<file path="config.mk">
export PLATFORM = sky130hd
export DESIGN_NAME = i2s_speaker_tx
export DESIGN_NICKNAME = d
export VERILOG_FILES = /design/src/rtl/i2s_speaker_tx.sv
export SDC_FILE = /design/constraint.sdc
export NUM_CORES = 1
export LEC_CHECK = 0
export CAP_MARGIN = 10
export CORE_UTILIZATION = 45
export DETAILED_ROUTE_END_ITERATION = 8
export GPL_TIMING_DRIVEN = 0
export PLACE_DENSITY = 0.7
export SKIP_CTS_REPAIR_TIMING = 1
export SYNTH_ARGS = -nofsm -noshare
export SYNTH_HDL_FRONTEND = slang
export SYNTH_SLANG_ARGS = --single-unit
</file>
<file path="constraint.sdc">
create_clock -name clk -period 3.1 [get_ports clk]
set_input_delay 0.62 -clock clk [delete_from_list [all_inputs] [get_ports clk]]
set_output_delay 0.62 -clock clk [all_outputs]
set_load 0.005 [all_outputs]
</file>
<file path="src/rtl/i2s_speaker_tx.sv">
// I2S transmitter for the Pmod I2S2 DAC: MCLK=clk/4, SCK=clk/16, LRCK=clk/512.
// One left/right pair is captured per 512-clk frame at the sample_tick cycle.
module i2s_speaker_tx #(
    parameter int I2S_DELAY = 1
) (
    input  logic        clk,
    input  logic        rst,
    input  logic [15:0] audio_in_left,
    input  logic [15:0] audio_in_right,
    output logic        sample_tick,
    output logic        audio_mclk,
    output logic        audio_lrck,
    output logic        audio_sck,
    output logic        audio_sdin
);

    logic [8:0]  r_div_cnt;
    logic [15:0] r_left;
    logic [15:0] r_right;
    logic [15:0] r_prev_right;

    logic        w_half;
    logic [3:0]  w_pos;
    logic [3:0]  w_bit;
    logic        w_sdin;
    logic        w_tick;

    assign w_tick = (r_div_cnt == 9'd511);
    assign w_half = r_div_cnt[8];
    assign w_pos  = r_div_cnt[7:4];

    always_ff @(posedge clk or posedge rst) begin
        if (rst) begin
            r_div_cnt    <= '0;
            r_left       <= '0;
            r_right      <= '0;
            r_prev_right <= '0;
        end else begin
            r_div_cnt <= r_div_cnt + 9'd1;
            if (w_tick) begin
                r_prev_right <= r_right;
                r_left       <= audio_in_left;
                r_right      <= audio_in_right;
            end
        end
    end

    // Standard I2S sends the previous word's LSB in slot 0 of each half.
    always_comb begin
        w_bit  = '0;
        w_sdin = 1'b0;
        if (I2S_DELAY != 0) begin
            w_bit = 4'd0 - w_pos;
            if (w_pos == 4'd0)
                w_sdin = w_half ? r_left[0] : r_prev_right[0];
            else
                w_sdin = w_half ? r_right[w_bit] : r_left[w_bit];
        end else begin
            w_bit  = 4'd15 - w_pos;
            w_sdin = w_half ? r_right[w_bit] : r_left[w_bit];
        end
    end

    assign sample_tick = w_tick;
    assign audio_mclk  = r_div_cnt[1];
    assign audio_sck   = r_div_cnt[3];
    assign audio_lrck  = r_div_cnt[8];
    assign audio_sdin  = w_sdin;

endmodule
</file>
==> results of run 1 <==
cells in the final DEF, fill, tap and decap left out, types with 2 or more instances in the layout:
cell type                          n
sky130_fd_sc_hd__nand4_1           3
sky130_fd_sc_hd__mux4_2            4
sky130_fd_sc_hd__clkdlybuf4s50_1  37
sky130_fd_sc_hd__buf_4             2
sky130_fd_sc_hd__xnor2_1           5
sky130_fd_sc_hd__nand3_1           2
sky130_fd_sc_hd__ha_1              3
sky130_fd_sc_hd__nand2_1           4
sky130_fd_sc_hd__mux2_2           34
sky130_fd_sc_hd__clkbuf_8          5
sky130_fd_sc_hd__dfrtp_1          41
sky130_fd_sc_hd__inv_2             2
sky130_fd_sc_hd__mux4_1            4
sky130_fd_sc_hd__clkbuf_1          6
sky130_fd_sc_hd__mux2i_1           2
sky130_fd_sc_hd__inv_1             5
final timing paths:
path                                    from           end  slack [ns]
worst min register to register   r_right[12]   r_right[12]        0.50
worst max register to register  r_div_cnt[5]    r_right[1]        0.63
worst max-delay path            r_div_cnt[4]    audio_sdin         0.1
worst min-delay path             r_right[12]   r_right[12]        0.50
min in group asynchronous                rst   r_right[11]        0.81
max in group asynchronous                rst  r_div_cnt[4]        1.71
kinds of logic (layout without fill, tap and decap cells):
| family | Yosys count | after routing | share of synthesized area |
|---|---|---|---|
| AOI/OAI and AO/OA | 5 | 5 | 0.0273 |
| DFF | 42 | 42 | 0.522 |
| buffers and inverters | 14 | 60 | 0.0304 |
| muxes | 46 | 46 | 0.312 |
| xor gates and xnor gates | 8 | 8 | 0.0441 |
| and+or+nand+nor | 13 | 13 | 0.0398 |
| adders and majority gates | 4 | 4 | 0.0248 |
layout make-up:
type                    instances  area share
plain buffers                   6      0.0155
repair buffers                 40       0.154
inverters                       7      0.0102
flip-flops and latches         42       0.408
well taps                      50      0.0242
multi-input cells              76       0.358
clock buffers                   7      0.0296
per-layer routing:
metal | part of all wire | wire [µm]
met5 | 0 | 0
met1 | 0.45 | 1680
met2 | 0.49 | 1850
met4 | 0.016 | 59
met3 | 0.045 | 169
power groups by stage:
| stage | Clock (mW) | Combinational [mW] | Sequential (mW) |
|---|---|---|---|
| 5_1_grt | 0.356 | 0.0569 | 0.547 |
| 4_1_cts | 0.337 | 0.0530 | 0.547 |
| 6_report | 0.328 | 0.0516 | 0.548 |
| 3_3_place_gp | 0 | 0.0511 | 0.558 |
| 2_1_floorplan | 0 | 0.00838 | 0.558 |
| 3_5_place_dp | 0 | 0.0530 | 0.558 |
flip-flops by register name (all words and copies together) (netlist names):
name / cells
r_left: 16
r_prev_right: 1
r_right: 16
r_div_cnt: 9
through the flow:
stage | hold slack (ns) | power (mW) | util
after floorplan | 0.434 | 0.567 | -
after global placement | 0.452 | 0.609 | 0.593
final | 0.501 | 0.927 | 0.623
after detailed placement | 0.488 | 0.611 | 0.593
after global routing | 0.521 | 0.960 | 0.623
after CTS | 0.501 | 0.938 | 0.611
worst register-to-register path, delay by kind of cell (launching register included):
| family | cells | cell delay (ns) |
|---|---|---|
| buf+inv | 2 | 0.76 |
| simple gates | 2 | 0.29 |
| fa+ha+maj | 2 | 0.39 |
| flops | 1 | 0.50 |
| mux | 1 | 0.41 |
==> results, run 1 <==
- Power spread over the standard cell area amounts to 359 nW/µm².
- On the worst path, the slowest cell contributes a delay of 0.42 ns.
- The worst ir drop on vdd is 0.000299 V.
- STA classifies the critical path endpoint as an output pin.
- Along the worst hold path, the cell count comes to 1.
- The average wire per standard cell is 16.5 µm.
- The first global-routing pass estimated 6070 µm of wire.
- Summed over all layers, the routed wires come to 3760 µm.
- The number of H-tree levels is 2.
- The post-placement worst setup slack is -0.479 ns.
- In the synthesized netlist, the cells that appear most often are sky130_fd_sc_hd__dfrtp_1, sky130_fd_sc_hd__mux2_2, sky130_fd_sc_hd__inv_1.
- The critical path contains buffers and inverters numbering 3 combined.
- Of the total power, registers draw 0.591.
- Of the synthesized area, sequential elements account for 0.522.
- The category of the most critical setup path is register to output pin.
- The category of the worst setup path launch point is a register.
- The height of the die is 68.9 µm.
- The routed via count divided by cell count is 5.35.
- The initial antenna violation count is 0.
- The final-stage net count is 216.
- For the pin with the worst max-slew slack, the measured transition is 0.844 ns.
- After synthesis, the share of flip-flops with an asynchronous set or reset is 1.00.
- For met3 alone, demand over resource in global routing was 0.0559.
- TritonCTS built the clock tree.
- Across all setup checks in the final design, the least slack found is 0.0956 ns.
- In the final layout, flip-flops and latches occupy 1050 µm².
- The number of global-route vias before repair was 1,267.
- The first detailed-routing pass took 4 iterations.
- The floorplan step set the die width to 68.9 µm.
- After detailed placement, the design holds a cell count of 220.
- After the first detailed-routing iteration, the DRC count stood at 66.
- The worst-case clock buffer depth is 2.
- Counting cells, the worst reg-to-reg path comes to 7.
- The most used flip-flop cell after synthesis is sky130_fd_sc_hd__dfrtp_1.
- The met1 layer usage reported by global route is 0.234.
- In the finished design, the share of the clock period the worst path needs comes to 0.969.
- The hold violation count in the final report was 0.
- The final count of pins violating max slew is 0.
- Among cell families on the critical path, the largest total delay comes from multiplexers.
- In this run the tightest slew margin relative to its limit is 0.436.
- The last weighted congestion value of the routability-driven placer is 0.832.
- In this run the mean area of a mapped cell was 15.3 µm².
- The largest total area in the synthesized netlist belongs to sky130_fd_sc_hd__dfrtp_1.
- Of the cells placed in the final design, the portion with a size suffix greater than 1 is 0.326.
- The global-route track usage on met2 is 0.300.
- The HPWL after detailed placement is 2700 µm.
- The share of total power dissipated in combinational logic is 0.056.
- After clock tree synthesis, the clock-pin slew on the worst setup and hold paths is 0.07 ns.
- The floorplan step defined a core boundary enclosing 4140 µm².
- The minimum clock period is 3.00 ns.
- The final instance area is 2580 µm².
- The number of antenna repair diodes is 0.
- The slowest stage of the critical path belongs to the cell sky130_fd_sc_hd__dfrtp_2.
- Traced cell by cell, the critical path runs through buf_12 -> inv_1 -> ha_4 -> mux4_2 -> mux2_1 -> o22ai_2 -> a221oi_2 -> dlymetal6s2s_1.
- The setup TNS after final layout is 0 ns.
- The largest net degree at the start of global routing is 43.
- Setup repair after global routing left no endpoint under its margin.
- The clock latency reported for the late side of the worst-skew pair is 0.29 ns.
- After synthesis, the cell types taking the most area are sky130_fd_sc_hd__dfrtp_1, sky130_fd_sc_hd__mux2_2, sky130_fd_sc_hd__mux4_1.
- On the final layout, the worst clock skew is 0.00363 ns.
- The fill cell total of the finished layout is 317.
- In this run the cell area measured after placement is 2460 µm².
- At the worst endpoint, the required time is 2.48 ns.
- Input and output buffers added on the ports amount to 38.
- The area of the multi-input gates is 925 µm².
- The die covers 4750 µm².
- The fraction of synthesized cell area taken by the top area cell type is 0.522.
- The mapped netlist covers 2010 µm².
- In the routed design, unresolved DRC markers number 0.
- Of the total power, the share spent switching nets is 0.203.
- The number of instances in the synthesized netlist is 132.
- The number of setup violations in the final report is 0.
- Based on the critical path, the design can be clocked at up to 0.333 GHz.
- The net count of the mapped netlist is 170.
- The cell sitting at the root of the clock tree is a sky130_fd_sc_hd__clkbuf_8.
- The reported net switching power is 188 µW.
- The layer flagged by global routing as most heavily used is met2.
- The clock share of power is 0.354.
- The class of the most critical hold timing path is register to register.
- The flow ran to the end, and the final reports show no timing, DRC or antenna violations.
- The number of clock buffers added by TritonCTS is 5.
- The internal power component is 739 µW.
- Counting buffers and inverters, the worst setup path is 8 cells deep.
- The synthesis warning total is 0.
- The post-synthesis register bit count is 42.
- During I/O placement, the number of pins put on the boundary was 39.
- The detail route stage leaves a number of antenna-violating nets equal to 0.
- The placement row count is 23.
- The number of non-filler instances in the completed layout is 228.
- Counting flops with a built-in enable in the synthesized netlist gives 0.
- The clock drives 42 sinks.
- The critical-path maximum fanout is 10.
- The number of different library cells used by synthesis comes to 28.
- The global-route usage over all layers is 0.186.
- The signal arrival time at the worst endpoint is 2.38 ns.
- By instance count, the leading cell after synthesis is sky130_fd_sc_hd__dfrtp_1.
- From synthesis to final layout, the design area changed by 28.1%.
- The vias after detailed routing is 1,219.
- The initial core utilization is 0.486.
- The max capacitance violation total is 0.
- After global routing the overflow that remains totals 0.
- The leakage component of the power is 1.22 nW.
(Power assumes the default switching activity.)
==> inputs of run 2 (changes only) <==
CTS_BUF_LIST = sky130_fd_sc_hd__clkbuf_2 sky130_fd_sc_hd__clkbuf_4 sky130_fd_sc_hd__clkbuf_8   (was unset)
DONT_BUFFER_PORTS = 1   (was unset)
PLACE_DENSITY = 0.59   (was 0.7)
==> run 2 against run 1 <==
First-iteration DRC count is 61% lower. Register-to-register slack improved by 0.03 ns. Via count is 14% lower. Die area unchanged. Utilization down 9.1 points. Largest cell class unchanged. Wire length down 11%.
==> results, run 2 (same netlist as run 1, synthesis figures left out) <==
- The global-route usage over all layers was 0.168 (-0.0171).
- The worst setup path is captured at an output pin.
- The worst clock skew on the final layout is 0.00563 ns (+0.00200 ns).
- The placed instance count was 182 (-17%).
- In the layout the commonest cells are sky130_fd_sc_hd__dfrtp_1, sky130_fd_sc_hd__mux2_2.
- The initial core utilization is 0.486 (unchanged).
- The number of global-route vias before repair is 1,167 (-7.9%).
- The number of H-tree levels is 2 (unchanged).
- The class of the most critical hold timing path is primary input to asynchronous set/reset pin.
- The residual overflow from global routing is 0 (unchanged).
- The root buffer cell chosen for the clock tree is sky130_fd_sc_hd__clkbuf_8.
- The most common library cell in the layout ignoring fill and taps is sky130_fd_sc_hd__dfrtp_1.
- The average wire per standard cell is 17.6 µm (+7.0%).
- Walking the worst path, the cells encountered are buf_6 -> inv_1 -> ha_4 -> mux4_1 -> mux2_1 -> o22ai_1 -> a221oi_2.
- The area growth from synthesis to layout is 9.25%.
- The area of the die is 4750 µm² (unchanged).
- The critical-path cell with the highest stage delay is sky130_fd_sc_hd__dfrtp_2.
- The minimum clock period was 2.98 ns (-0.0267 ns).
- The category of cells accounting for the largest share of critical-path delay is multiplexers.
- The HPWL after detailed placement is 2420 µm (-10%).
- The portion of the clock cycle consumed by the worst path in the final layout is 0.961 (-0.00861).
- The number of antenna repair diodes came to 0 (unchanged).
- The area inside the core boundary was 4140 µm² (unchanged).
- The worst ir drop on vdd came to 0.000249 V (-17%).
- The number of non-filler instances in the completed layout was 189 (-17%).
- The largest net degree at the start of global routing was 43 (unchanged).
- The critical-path maximum fanout was 10 (unchanged).
- The number of antenna-violating nets in the routed design is 0 (unchanged).
- The final instance area is 2200 µm² (-15%).
- The number of clock sinks is 42 (unchanged).
- The final count of pins violating max slew is 0 (unchanged).
- The hold violation count in the final report came to 0 (unchanged).
- The normalized max-slew margin is 0.427 (-0.00982).
- The number of violations reported at the end of detailed-routing iteration 0 is 26 (-61%).
- The floorplan die width is 68.9 µm (unchanged).
- The fill cell total of the finished layout is 375 (+18%).
- The routed via count divided by cell count is 5.57 (+4.1%).
- The total power was 992 µW (+7.0%).
- The number of design rule violations left after detail routing came to 0 (unchanged).
- The last weighted congestion value of the routability-driven placer is 0.784 (-5.7%).
- The global-route wire length before repair came to 5490 µm (-9.7%).
- TritonCTS built the clock tree.
- The detailed-routing iteration count for the pre-antenna-repair pass is 4 (unchanged).
- The instance area after placement was 2080 µm² (-15%).
- The sequential cell area is 1050 µm² (unchanged).
- The post-placement worst setup slack came to -0.0269 ns (+0.452 ns).
- The number of buffers added by the clock tree synthesis step is 5 (unchanged).
- The worst-case clock buffer depth is 2 (unchanged).
- The largest registers in the layout are r_left x16, r_right x16, r_div_cnt x9.
- The count of input and output buffers is 0 (-100%).
- The signal arrival time at the worst endpoint is 2.36 ns (-0.02 ns).
- The area of the multi-input gates was 915 µm² (-1.1%).
- The timing-limited maximum frequency is 0.336 GHz (+0.90%).
- The height of the die is 68.9 µm (unchanged).
- Setup repair after global routing left no endpoint under its margin.
- The flow ran to the end, and the final reports show no timing, DRC or antenna violations.
- The final-stage net count is 176 (-19%).
- The clock latency reported for the late side of the worst-skew pair was 0.29 ns (about the same).
- The vias after detailed routing is 1,052 (-14%).
- The required time of the worst setup path was 2.48 ns (about the same).
- The initial antenna violation count came to 0 (unchanged).
- The power per standard cell area is 451 nW/µm² (+25%).
- The wire length after detailed routing came to 3330 µm (-11%).
- The number of top-level pins is 39 (unchanged).
- The clock transition at the register clock pins on the worst setup and hold paths after CTS is 0.08 ns (about the same).
- The worst-case setup margin in the final layout was 0.122 ns (+0.0267 ns).
- The worst setup path is launched from a register.
- The number of setup violations in the final report came to 0 (unchanged).
- The max capacitance violation total is 0 (unchanged).
- The share of final-layout standard cells stronger than drive strength 1 is 0.403 (+0.0770).
- The placement row count is 23 (unchanged).
- The maximum single-stage delay on the critical path came to 0.46 ns (+0.04 ns).
- The number of buffer and inverter instances along the worst setup path is 2 (-1).
- The slew at the pin with the worst max-slew slack is 0.859 ns (+0.0147 ns).
- The category of the most critical setup path is register to output pin.
- The leakage component of the power came to 1.06 nW (-13%).
run 2: through the flow:
| stage | TNS [ns] | hold WS (ns) | utilization |
|---|---|---|---|
| 3_5_place_dp | -0.0269 | 0.469 | 0.501 |
| 4_1_cts | -0.361 | 0.407 | 0.529 |
| 3_3_place_gp | -0.0416 | 0.457 | 0.501 |
| 2_1_floorplan | 0 | 0.434 | - |
| 5_1_grt | 0 | 0.436 | 0.531 |
| 6_report | 0 | 0.376 | 0.531 |
run 2: final timing paths:
check | cells past startpoint | from | end | slack, ns
setup / recovery | 7 | r_div_cnt[4] | audio_sdin | 0.12
hold / removal | 1 | rst | r_left[8] | 0.38
setup reg to reg | 7 | r_div_cnt[5] | r_left[15] | 0.66
hold reg to reg | 1 | r_div_cnt[0] | r_div_cnt[0] | 0.48
max in group asynchronous | 1 | rst | r_div_cnt[4] | 2.13
min in group clk | 1 | audio_in_right[13] | r_right[13] | 0.47
run 2: power by group:
group          internal [mW]  leakage, nW  switching [mW]
registers              0.547        0.572               0
logic               0.000500        0.434          0.0100
clock network          0.249       0.0548           0.185
total                  0.797         1.06           0.195
run 2: routing by layer:
metal / wire, µm / vias to the layer above / track usage
met2: 1620 / 28 / 0.257
met3: 179 / 7 / 0.0576
met5: 0 / - / 0
met1: 1470 / 525 / 0.212
met4: 63 / 0 / 0.0842
li1: - / 492 / -
run 2: area by class of cell:
cell class / count / share of cell area
sequential: 42 / 0.478
multi-input combinational: 76 / 0.416
clock buffer: 6 / 0.0347
tap: 50 / 0.0284
clock inverter: 2 / 0.0171
buffer: 6 / 0.0142
inverter: 7 / 0.0119
